### config.mk
export PLATFORM = sky130hd
export DESIGN_NAME = pixel_readout_flat
export DESIGN_NICKNAME = d
export VERILOG_FILES = /design/src/rtl/pixel_readout_if.sv /design/src/rtl/pixel_readout.sv /design/src/flat_wrapper.sv
export SDC_FILE = /design/constraint.sdc
export NUM_CORES = 1
export LEC_CHECK = 0
export ABC_AREA = 1
export CORE_ASPECT_RATIO = 0.5
export CORE_MARGIN = 2
export CORE_UTILIZATION = 48
export CTS_CLUSTER_SIZE = 12
export DETAILED_ROUTE_END_ITERATION = 8
export PLACE_DENSITY = 0.75
export SYNTH_ARGS = -nofsm -noshare
export SYNTH_HDL_FRONTEND = slang
export SYNTH_SLANG_ARGS = --single-unit
export TNS_END_PERCENT = 5
### constraint.sdc
create_clock -name clk -period 1.5 [get_ports clk]
set_input_delay 0.45 -clock clk [delete_from_list [all_inputs] [get_ports clk]]
set_output_delay 0.45 -clock clk [all_outputs]
set_load 0.05 [all_outputs]
### src/rtl/pixel_readout_if.sv
// ---------------------------------------------------------------------------
// pixel_readout_if
//
// Purpose : bundles the two handshakes of the frame reader: the image-RAM
//           read port and the outgoing pixel stream.
//
// Parameters
//   N          : image side length in pixels (frame is N*N, row-major)
//   bitSize    : RAM address width
//   pixelWidth : bits per pixel
//
// Signals
//   ram_re     : read enable to the image RAM (synchronous, 1-cycle latency)
//   ram_addr   : RAM read address
//   ram_data   : RAM read data, valid the cycle after ram_re
//   out_valid  : out_data holds a pixel
//   out_ready  : sink accepts the pixel
//   out_data   : pixel value
//   out_eol    : beat is the last pixel of a row
//   out_last   : beat is the last pixel of the frame
//
// Modports
//   master : the reader (drives the RAM request and the stream)
//   slave  : the environment (RAM model + stream sink)
// ---------------------------------------------------------------------------
interface pixel_readout_if #(
  parameter int N          = 8,
  parameter int bitSize    = $clog2(N*N),
  parameter int pixelWidth = 8
);
  logic                  ram_re;
  logic [bitSize-1:0]    ram_addr;
  logic [pixelWidth-1:0] ram_data;
  logic                  out_valid;
  logic                  out_ready;
  logic [pixelWidth-1:0] out_data;
  logic                  out_eol;
  logic                  out_last;

  modport master (
    output ram_re,
    output ram_addr,
    input  ram_data,
    output out_valid,
    input  out_ready,
    output out_data,
    output out_eol,
    output out_last
  );

  modport slave (
    input  ram_re,
    input  ram_addr,
    output ram_data,
    input  out_valid,
    output out_ready,
    input  out_data,
    input  out_eol,
    input  out_last
  );
endinterface

### src/rtl/pixel_readout.sv
// ---------------------------------------------------------------------------
// pixel_readout
//
// Purpose : streams one N x N frame out of a synchronous-read image RAM as a
//           valid/ready pixel stream with end-of-row and end-of-frame flags.
//           A frame is requested with a start pulse; addresses 0..N*N-1 are
//           read exactly once each, in ascending order, and a one-cycle done
//           pulse follows the transfer of the last pixel.
//
// Ports
//   clk     : clock, all state on the rising edge
//   rst_n   : asynchronous active-low reset (aborts a frame in progress)
//   i_start : frame request, honoured only while idle
//   o_busy  : frame readout in progress
//   o_done  : one-cycle pulse after the last pixel has transferred
//   bus     : pixel_readout_if.master (RAM read port + pixel stream)
//
// Configuration
//   PIXEL_READOUT_BINARIZE_EN : when defined, every nonzero RAM pixel is
//                               emitted as all-ones and zero stays zero.
//                               Timing is identical with or without it.
//
// Pipeline: read request (cycle c) -> RAM data (cycle c+1) -> 2-entry output
// buffer (captured at the end of cycle c+1). The read request is decided
// combinationally from the buffer occupancy and the current out_ready so
// that a pixel leaving the buffer frees its slot on the same edge; this is
// what allows one pixel per cycle with only two entries of storage.
// ---------------------------------------------------------------------------
module pixel_readout #(
  parameter int N          = 8,
  parameter int bitSize    = $clog2(N*N),
  parameter int pixelWidth = 8
) (
  input  logic           clk,
  input  logic           rst_n,
  input  logic           i_start,
  output logic           o_busy,
  output logic           o_done,
  pixel_readout_if.master bus
);

  localparam int                 NPIX     = N * N;
  localparam logic [bitSize-1:0] LAST_IDX = bitSize'(NPIX - 1);
  localparam int                 COLW     = (N > 1) ? $clog2(N) : 1;
  localparam logic [COLW-1:0]    LAST_COL = COLW'(N - 1);

  typedef enum logic [1:0] {
    IDLE   = 2'd0,
    STREAM = 2'd1,
    DONE   = 2'd2
  } state_t;

  // Control state
  state_t              r_state;
  logic                r_busy;
  logic                r_done;

  // Read side: next address to request, and a flag once the final address
  // has gone out (the address register is already back at 0 by then).
  logic [bitSize-1:0]  r_rd_addr;
  logic                r_rd_all;

  // One read in flight: its data is on ram_data during this cycle.
  logic                r_inflight;

  // Output buffer (2 entries, circular)
  logic [pixelWidth-1:0] r_buf [2];
  logic                r_wr_ptr;
  logic                r_rd_ptr;
  logic [1:0]          r_count;

  // Output side: frame index and column of the pixel at the buffer head
  logic [bitSize-1:0]  r_out_idx;
  logic [COLW-1:0]     r_out_col;

  logic                  w_out_valid;
  logic                  w_xfer;
  logic                  w_issue;
  logic [1:0]            w_occupancy;
  logic [pixelWidth-1:0] w_pix;

  assign w_out_valid = (r_count != 2'd0);
  assign w_xfer      = w_out_valid && bus.out_ready;

  // Pixels that already own a buffer slot: stored ones plus the one whose
  // data is arriving now. Never exceeds 2 by construction.
  assign w_occupancy = r_count + {1'b0, r_inflight};

  // A new read may only be issued if its data is guaranteed a slot when it
  // lands, counting a slot freed by a transfer on this same edge.
  assign w_issue = (r_state == STREAM) && !r_rd_all &&
                   ((w_occupancy < 2'd2) ||
                    ((w_occupancy == 2'd2) && w_xfer));

`ifdef PIXEL_READOUT_BINARIZE_EN
  assign w_pix = (bus.ram_data != '0) ? '1 : '0;
`else
  assign w_pix = bus.ram_data;
`endif

  // -------------------------------------------------------------------------
  // Control FSM: frame sequencing, read address counter, output indexing.
  // -------------------------------------------------------------------------
  always_ff @(posedge clk or negedge rst_n) begin
    if (!rst_n) begin
      r_state   <= IDLE;
      r_busy    <= 1'b0;
      r_done    <= 1'b0;
      r_rd_addr <= '0;
      r_rd_all  <= 1'b0;
      r_out_idx <= '0;
      r_out_col <= '0;
    end else begin
      case (r_state)
        IDLE: begin
          r_done <= 1'b0;
          if (i_start) begin
            r_state   <= STREAM;
            r_busy    <= 1'b1;
            r_rd_addr <= '0;
            r_rd_all  <= 1'b0;
            r_out_idx <= '0;
            r_out_col <= '0;
          end
        end

        STREAM: begin
          // Compare against the last address before incrementing so the
          // counter never runs past the frame; it parks at 0 for next time.
          if (w_issue) begin
            if (r_rd_addr == LAST_IDX) begin
              r_rd_addr <= '0;
              r_rd_all  <= 1'b1;
            end else begin
              r_rd_addr <= r_rd_addr + 1'b1;
            end
          end

          if (w_xfer) begin
            if (r_out_idx == LAST_IDX) begin
              r_state   <= DONE;
              r_busy    <= 1'b0;
              r_done    <= 1'b1;
              r_out_idx <= '0;
              r_out_col <= '0;
            end else begin
              r_out_idx <= r_out_idx + 1'b1;
              r_out_col <= (r_out_col == LAST_COL) ? '0 : r_out_col + 1'b1;
            end
          end
        end

        DONE: begin
          r_state <= IDLE;
          r_done  <= 1'b0;
        end

        default: begin
          r_state <= IDLE;
          r_busy  <= 1'b0;
          r_done  <= 1'b0;
        end
      endcase
    end
  end

  // -------------------------------------------------------------------------
  // Read pipeline and output buffer.
  // -------------------------------------------------------------------------
  always_ff @(posedge clk or negedge rst_n) begin
    if (!rst_n) begin
      r_inflight <= 1'b0;
      r_wr_ptr   <= 1'b0;
      r_rd_ptr   <= 1'b0;
      r_count    <= 2'd0;
      for (int i = 0; i < 2; i++) begin
        r_buf[i] <= '0;
      end
    end else begin
      r_inflight <= w_issue;

      if (r_inflight) begin
        r_buf[r_wr_ptr] <= w_pix;
        r_wr_ptr        <= ~r_wr_ptr;
      end

      if (w_xfer) begin
        r_rd_ptr <= ~r_rd_ptr;
      end

      r_count <= r_count + {1'b0, r_inflight} - {1'b0, w_xfer};
    end
  end

  // -------------------------------------------------------------------------
  // Outputs. Stream fields are forced to 0 when no pixel is held; while a
  // pixel waits for out_ready the head pointer and indices do not move, so
  // data and flags stay stable.
  // -------------------------------------------------------------------------
  assign bus.ram_re    = w_issue;
  assign bus.ram_addr  = r_rd_addr;
  assign bus.out_valid = w_out_valid;
  assign bus.out_data  = w_out_valid ? r_buf[r_rd_ptr] : '0;
  assign bus.out_eol   = w_out_valid && (r_out_col == LAST_COL);
  assign bus.out_last  = w_out_valid && (r_out_idx == LAST_IDX);

  assign o_busy = r_busy;
  assign o_done = r_done;

endmodule

### src/flat_wrapper.sv
// flat-port wrapper written by rule: the top's interface ports become plain ports
module pixel_readout_flat 
#(
  parameter int N          = 8,
  parameter int bitSize    = $clog2(N*N),
  parameter int pixelWidth = 8
)
  (clk, rst_n, i_start, o_busy, o_done, bus_ram_re, bus_ram_addr, bus_ram_data, bus_out_valid, bus_out_ready, bus_out_data, bus_out_eol, bus_out_last);
  pixel_readout_if #(.N(N), .bitSize(bitSize), .pixelWidth(pixelWidth)) bus_i ();
  input  logic clk;
  input  logic rst_n;
  input  logic i_start;
  output logic o_busy;
  output logic o_done;
  output wire logic [$bits(bus_i.ram_re)-1:0] bus_ram_re;
  output wire logic [$bits(bus_i.ram_addr)-1:0] bus_ram_addr;
  input wire logic [$bits(bus_i.ram_data)-1:0] bus_ram_data;
  output wire logic [$bits(bus_i.out_valid)-1:0] bus_out_valid;
  input wire logic [$bits(bus_i.out_ready)-1:0] bus_out_ready;
  output wire logic [$bits(bus_i.out_data)-1:0] bus_out_data;
  output wire logic [$bits(bus_i.out_eol)-1:0] bus_out_eol;
  output wire logic [$bits(bus_i.out_last)-1:0] bus_out_last;
  assign bus_ram_re = bus_i.ram_re;
  assign bus_ram_addr = bus_i.ram_addr;
  assign bus_i.ram_data = bus_ram_data;
  assign bus_out_valid = bus_i.out_valid;
  assign bus_i.out_ready = bus_out_ready;
  assign bus_out_data = bus_i.out_data;
  assign bus_out_eol = bus_i.out_eol;
  assign bus_out_last = bus_i.out_last;
  pixel_readout #(.N(N), .bitSize(bitSize), .pixelWidth(pixelWidth)) u_core (.clk(clk), .rst_n(rst_n), .i_start(i_start), .o_busy(o_busy), .o_done(o_done), .bus(bus_i));
endmodule
==> impl_metrics.csv, run 1 <==
group,metric,value,unit
outcome,status,"finished with violations",
outcome,violations,"setup timing",
sta,max-slew-margin-rel,0.5789,
hold_path,hp-class,"input port to asynchronous set/reset pin",
yosys,synth_area,2058,um^2
cells_and_area,nNetsFinal,341,
sta,fmax,521.2,MHz
yosys,syn_inst,261,
placement,hpwl,3.210,mm
sta,fin_ws,-0.4185,ns
sta,slew_viol_final,0,
floorplanning,die_x,96.61,um
detailed_routing,drtIter0Drc,91,
yosys,synthDistinctLibCells,28,
global_routing,antenna_found_initial,0,
floorplanning,fp-row-count,16,
floorplanning,io_pins,32,
yosys,synth-warning-count,0,
setup_path,cp-endpoint,"bus_ram_re",
setup_path,setup.worst_path.start,"u_core.r_inflight",
clock_network,cts_tree,"yes",
detailed_routing,ant_nets,0,
setup_path,r2r_start,"u_core.r_count[0]",
sta,finalClockSkew,0.006393,ns
detailed_routing,wl_per_cell,12.63,um
yosys,synth_seq_cells,41,
global_routing,grt_pass1_vias,1907,
sta,min_period,1.919,ns
setup_path,rrSetupSlack,-0.06,ns
setup_path,worstPathArrival,1.47,ns
yosys,syn_nets,279,
global_routing,grt_overflow,0,
floorplanning,die_h,50.31,um
detailed_routing,dr.pass1.iters,5,
setup_path,worstSetupStartpointType,"flop",
detailed_routing,detail_route.wirelength,4.775,mm
placement,place_congestion,0.7914,
floorplanning,die_area,4860,um^2
clock_network,clk_pin_slew_worst_paths,0.08,ns
floorplanning,initial_core_util,0.5141,
global_routing,grt_max_degree,42,
sta,rsz0062_at_grt,"yes",
clock_network,ctsHoldBuffers,0,
setup_path,required,1.05,ns
sta,fin_crit_sh,1.279,
sta,finalHoldViolCount,0,
placement,pre_cts_slack,-0.3445,ns
placement,port_buffers,31,
job,cap_violations,0,
global_routing,grtUsageTotal,0.2085,
clock_network,cts_buffers,5,
clock_network,clock-sinks,41,
setup_path,end_kind,"primary output",
cells_and_area,area_delta_synth_final,48.02,%
detailed_routing,vias,1891,
setup_path,setup.worst_path.class,"flop to primary output",
floorplanning,core,4004,um^2
cells_and_area,drive_above_1_share,0.3210,
cells_and_area,antenna_cells,0,
setup_path,crit_fanout,2,
detailed_routing,drc,0,
setup_path,r2r_end,"u_core.bus.ram_addr[1]",
clock_network,htree_num_levels,2,
yosys,syn_area_per_cell,7.886,um^2
sta,tightest_slew,0.6316,ns
yosys,ys_seq_area_frac,0.4985,
clock_network,cts_buffer_depth,2,
clock_network,root_buffer,"clkbuf_8",
global_routing,grt_pass1_wl,8.135,mm
clock_network,clk_latency,0.30,ns
detailed_routing,via_per_inst,5.003,
setup_path,rr_worst_depth,11,
cells_and_area,utilization,0.7609,
sta,setup_violations,20,
## area by class of cell
class | instances | area, um^2
sequential | 41 | 1026
multi-input combinational | 182 | 1021
fill | 284 | 957.2
timing repair buffer | 60 | 663.1
inverter | 33 | 131.4
clock buffer | 5 | 68.82
clock inverter | 3 | 68.82
tap | 54 | 67.56
## through the flow
stage	area (um^2)	cells	hold slack (ns)	setup TNS [ns]
finish	3047	378	0.1033	-3.736
global route	3047	378	0.1181	-5.375
CTS	2992	376	0.1082	-3.650
detailed placement	2721	365	0.4345	-3.592
global placement	2721	365	0.4354	-2.970
floorplan	2103	261	0.1544	-1.736
## worst min-delay path by stage
stage          depth (start not counted)  startpoint  slack [ns]                endpoint
2_1_floorplan                          0       rst_n        0.15  u_core.bus.ram_addr[0]
3_3_place_gp                           2       rst_n        0.44  u_core.bus.ram_addr[4]
3_5_place_dp                           2       rst_n        0.43  u_core.bus.ram_addr[5]
4_1_cts                                2       rst_n        0.11     u_core.r_out_idx[5]
5_1_grt                                2       rst_n        0.12  u_core.bus.ram_addr[4]
6_report                               2       rst_n        0.10  u_core.bus.ram_addr[4]
## Yosys cell counts
cell | count | area [um^2]
inv_1 | 29 | 108.9
o31ai_1 | 1 | 7.510
xor2_1 | 3 | 26.28
nor2_2 | 2 | 12.51
nand2_1 | 93 | 349.1
buf_2 | 2 | 10.01
clkbuf_1 | 3 | 11.26
a21oi_1 | 8 | 40.04
nand4_1 | 1 | 6.260
o21ai_0 | 22 | 110.1
dfrtp_1 | 41 | 1026
nor2_4 | 1 | 11.26
nand2_2 | 3 | 18.77
ha_1 | 6 | 75.07
or2_0 | 1 | 6.260
nand3b_1 | 1 | 7.510
nand2_4 | 3 | 33.78
inv_2 | 2 | 7.510
nor3b_1 | 1 | 7.510
nor3_1 | 1 | 5.000
o21ai_2 | 1 | 8.760
clkinv_1 | 1 | 3.750
or2_2 | 1 | 6.260
nand3_1 | 16 | 80.08
o21a_1 | 1 | 7.510
xnor2_1 | 1 | 8.760
nor2_1 | 15 | 56.30
inv_4 | 1 | 6.260
## sequential cells by signal, summed over array words and instances, names as in the netlist
name,flops
u_core.r_out_col,3
u_core.r_state,2
u_core.bus.ram_addr,6
u_core.o_busy,1
u_core.r_rd_all,1
u_core.r_buf,16
u_core.r_inflight,1
u_core.r_rd_ptr,1
u_core.r_count,2
u_core.o_done,1
u_core.r_out_idx,6
u_core.r_wr_ptr,1
## worst max-delay path: stages, from the launching register on
cell and delay, ns:
dfrtp_1 0.42, ha_4 0.28, inv_2 0.03, nand3_2 0.05, nand2_2 0.05, nand2_2 0.08
clkinvlp_4 0.10, buf_12 0.15
## timing repair
item / in CTS / in global routing
setup buffers: 3 / 2
resized for setup: 31 / 10
endpoints found under the setup margin: 20 / 29
pin swaps: 6 / 4
endpoints found under the hold margin: 0 / 0
## cell usage in the layout (no fill, tap or decap), types with 8 or more instances in the layout
cell             count
nand2_2             10
nand2_1             86
dfrtp_1             41
buf_4               25
buf_12              11
nor2_1              11
a21oi_2              8
buf_6               12
o21ai_0             21
nand3_1             15
inv_1               24
clkdlybuf4s50_1     10
## cells by family (layout without fill, tap and decap cells)
group / count (synthesis) / count (layout) / share of synthesized area
compound gates: 33 / 33 / 0.08450
buf+inv: 38 / 101 / 0.07173
fa+ha+maj: 6 / 6 / 0.03647
xor+xnor: 4 / 4 / 0.01702
flops: 41 / 41 / 0.4985
simple gates: 139 / 139 / 0.2918
## per-layer routing
metal  share of wire  vias to the layer above  global-route usage  wire [um]
li1                -                      938                   -          -
met5               0                        -                   0          0
met4          0.0088                        0             0.05634         42
met2            0.51                       50              0.3796       2416
met3           0.054                        5             0.05014        260
met1            0.43                      898              0.2531       2055
Power of run 1 is left out: the tool's default activity adds up to more than one toggle a clock period on the data nets, which glitch-free logic cannot reach.
==> run 2: changes to the inputs <==
Settings changed: CELL_PAD_IN_SITES_DETAIL_PLACEMENT set to 0, CELL_PAD_IN_SITES_GLOBAL_PLACEMENT set to 1, CORE_UTILIZATION 48 to 35, GPL_ROUTABILITY_DRIVEN set to 0, PLACE_DENSITY 0.75 to unset, PLACE_DENSITY_LB_ADDON set to 0.1.
==> impl_metrics.csv, run 2 (same netlist as run 1, synthesis figures left out) <==
group,metric,value,unit
global_routing,busiest_layer,"met2",
setup_path,cpPeakStageDelay,0.43,ns
clock_network,clock-sinks,41,
sta,min_period,1.916,ns
setup_path,required,1.05,ns
floorplanning,fp-row-count,19,
clock_network,cts_buffer_depth,2,
floorplanning,die_h,58.23,um
setup_path,slowest_stage,"dfrtp_1",
setup_path,setup.worst_path.start,"u_core.r_count[0]",
cells_and_area,drive_above_1_share,0.3201,
placement,dpl_cell_area,2780,um^2
setup_path,worstSetupStartpointType,"flop",
cells_and_area,area_delta_synth_final,52.83,%
sta,finalHoldViolCount,0,
setup_path,setup.worst_path.class,"flop to primary output",
global_routing,grt_pass1_wl,8.342,mm
outcome,violations,"setup timing",
sta,finalClockSkew,0.004874,ns
setup_path,r2r_end,"u_core.bus.ram_addr[2]",
sta,tightest_slew,0.3212,ns
setup_path,worstPathArrival,1.47,ns
global_routing,grt_util_met2,0.2659,
detailed_routing,wl_per_cell,11.67,um
outcome,status,"finished with violations",
job,cap_violations,0,
setup_path,end_kind,"primary output",
floorplanning,io_pins,32,
setup_path,r2r_start,"u_core.r_count[0]",
global_routing,grtUsageMet1,0.2125,
global_routing,grt_overflow,0,
setup_path,cp-endpoint,"bus_ram_re",
global_routing,grtUsageTotal,0.1608,
sta,fmax,522.1,MHz
setup_path,cp_num_buf_inv,3,
hold_path,hp-class,"input port to asynchronous set/reset pin",
detailed_routing,vias,1867,
setup_path,worst_path_dominant_cell_family,"flip-flops",
sta,max-slew-margin-rel,0.7859,
floorplanning,die_x,112.5,um
setup_path,crit_fanout,2,
cells_and_area,fin_area,3146,um^2
setup_path,crit_path_cell_trace,"ha_4, inv_2, nand3_2, nand2_2, nand2_2, clkinvlp_4, buf_12",
detailed_routing,ant_nets,0,
sta,setup_violations,18,
global_routing,grt_util_met3,0.04184,
floorplanning,initial_core_util,0.3684,
cells_and_area,layout_commonest_cell,"nand2_1",
sta,slew_viol_final,0,
placement,hpwl,3.253,mm
detailed_routing,drc,0,
setup_path,rr_worst_depth,12,
clock_network,clk_latency,0.28,ns
cells_and_area,nNetsFinal,345,
detailed_routing,detail_route.wirelength,4.680,mm
global_routing,grt_max_degree,42,
placement,port_buffers,31,
cells_and_area,largest_register_ffs,16,
placement,pre_cts_slack,-0.3784,ns
sta,fin_ws,-0.4155,ns
setup_path,cp_common_cell,"nand2_2",
global_routing,antenna_found_initial,0,
sta,rsz0062_at_grt,"yes",
clock_network,clk_pin_slew_worst_paths,0.06,ns
clock_network,cts_buffers,5,
clock_network,htree_num_levels,2,
cells_and_area,layout_common_cells,"nand2_1 (86), dfrtp_1 (41), buf_4 (28)",
sta,fin_crit_sh,1.277,
setup_path,cp.depth,7,
setup_path,rrSetupSlack,-0.15,ns
cells_and_area,fillers,513,
clock_network,root_buffer,"clkbuf_16",
detailed_routing,via_per_inst,4.656,
floorplanning,core,5587,um^2
clock_network,cts_tree,"yes",
sta,whs,0.1207,ns
cells_and_area,antenna_cells,0,
detailed_routing,drtIter0Drc,95,
floorplanning,die_area,6547,um^2
detailed_routing,dr.pass1.iters,4,
global_routing,grt_pass1_vias,1866,
cells_and_area,regMostFlops,"u_core.r_buf",
cells_and_area,utilization,0.5630,
## run 2: worst min path at each step
stage	startpoint	endpoint	slack [ns]	cells after the start
global placement	rst_n	u_core.o_done	0.44	2
detailed placement	rst_n	u_core.o_done	0.44	2
floorplan	rst_n	u_core.bus.ram_addr[0]	0.15	0
finish	rst_n	u_core.r_state[0]	0.12	2
CTS	rst_n	u_core.o_done	0.14	2
global route	rst_n	u_core.o_done	0.14	2
## run 2: cell type report
cell class | count | area, um^2 | share of cell area
Sequential cell | 41 | 1026 | 0.3262
Timing Repair Buffer | 64 | 701.9 | 0.2232
Multi-Input combinational cell | 182 | 1023 | 0.3254
Clock inverter | 1 | 30.03 | 0.009547
Clock buffer | 7 | 142.6 | 0.04535
Inverter | 33 | 130.1 | 0.04137
Tap cell | 73 | 91.34 | 0.02904
## run 2: metal layers
| layer | wire length (um) | vias to the layer above |
|---|---|---|
| met5 | 0 | - |
| met2 | 2197 | 42 |
| met4 | 31 | 0 |
| met1 | 2232 | 869 |
| met3 | 219 | 5 |
| li1 | - | 951 |
## run 2: timing repair
action / CTS / global route
endpoints found under the setup margin: 25 / 32
cloned: 0 / 0
resized for setup: 15 / 25
setup buffers: 3 / 3
pin swaps: 7 / 5
hold buffers: 0 / 0
hold endpoints to repair: 0 / 0
## run 2: per-stage QoR
| step | cells | setup TNS [ns] |
|---|---|---|
| 2_1_floorplan | 261 | -1.736 |
| 3_3_place_gp | 387 | -3.274 |
| 3_5_place_dp | 387 | -3.604 |
| 4_1_cts | 398 | -3.935 |
| 5_1_grt | 401 | -5.891 |
| 6_report | 401 | -4.145 |
Power of run 2 is left out for the same reason.
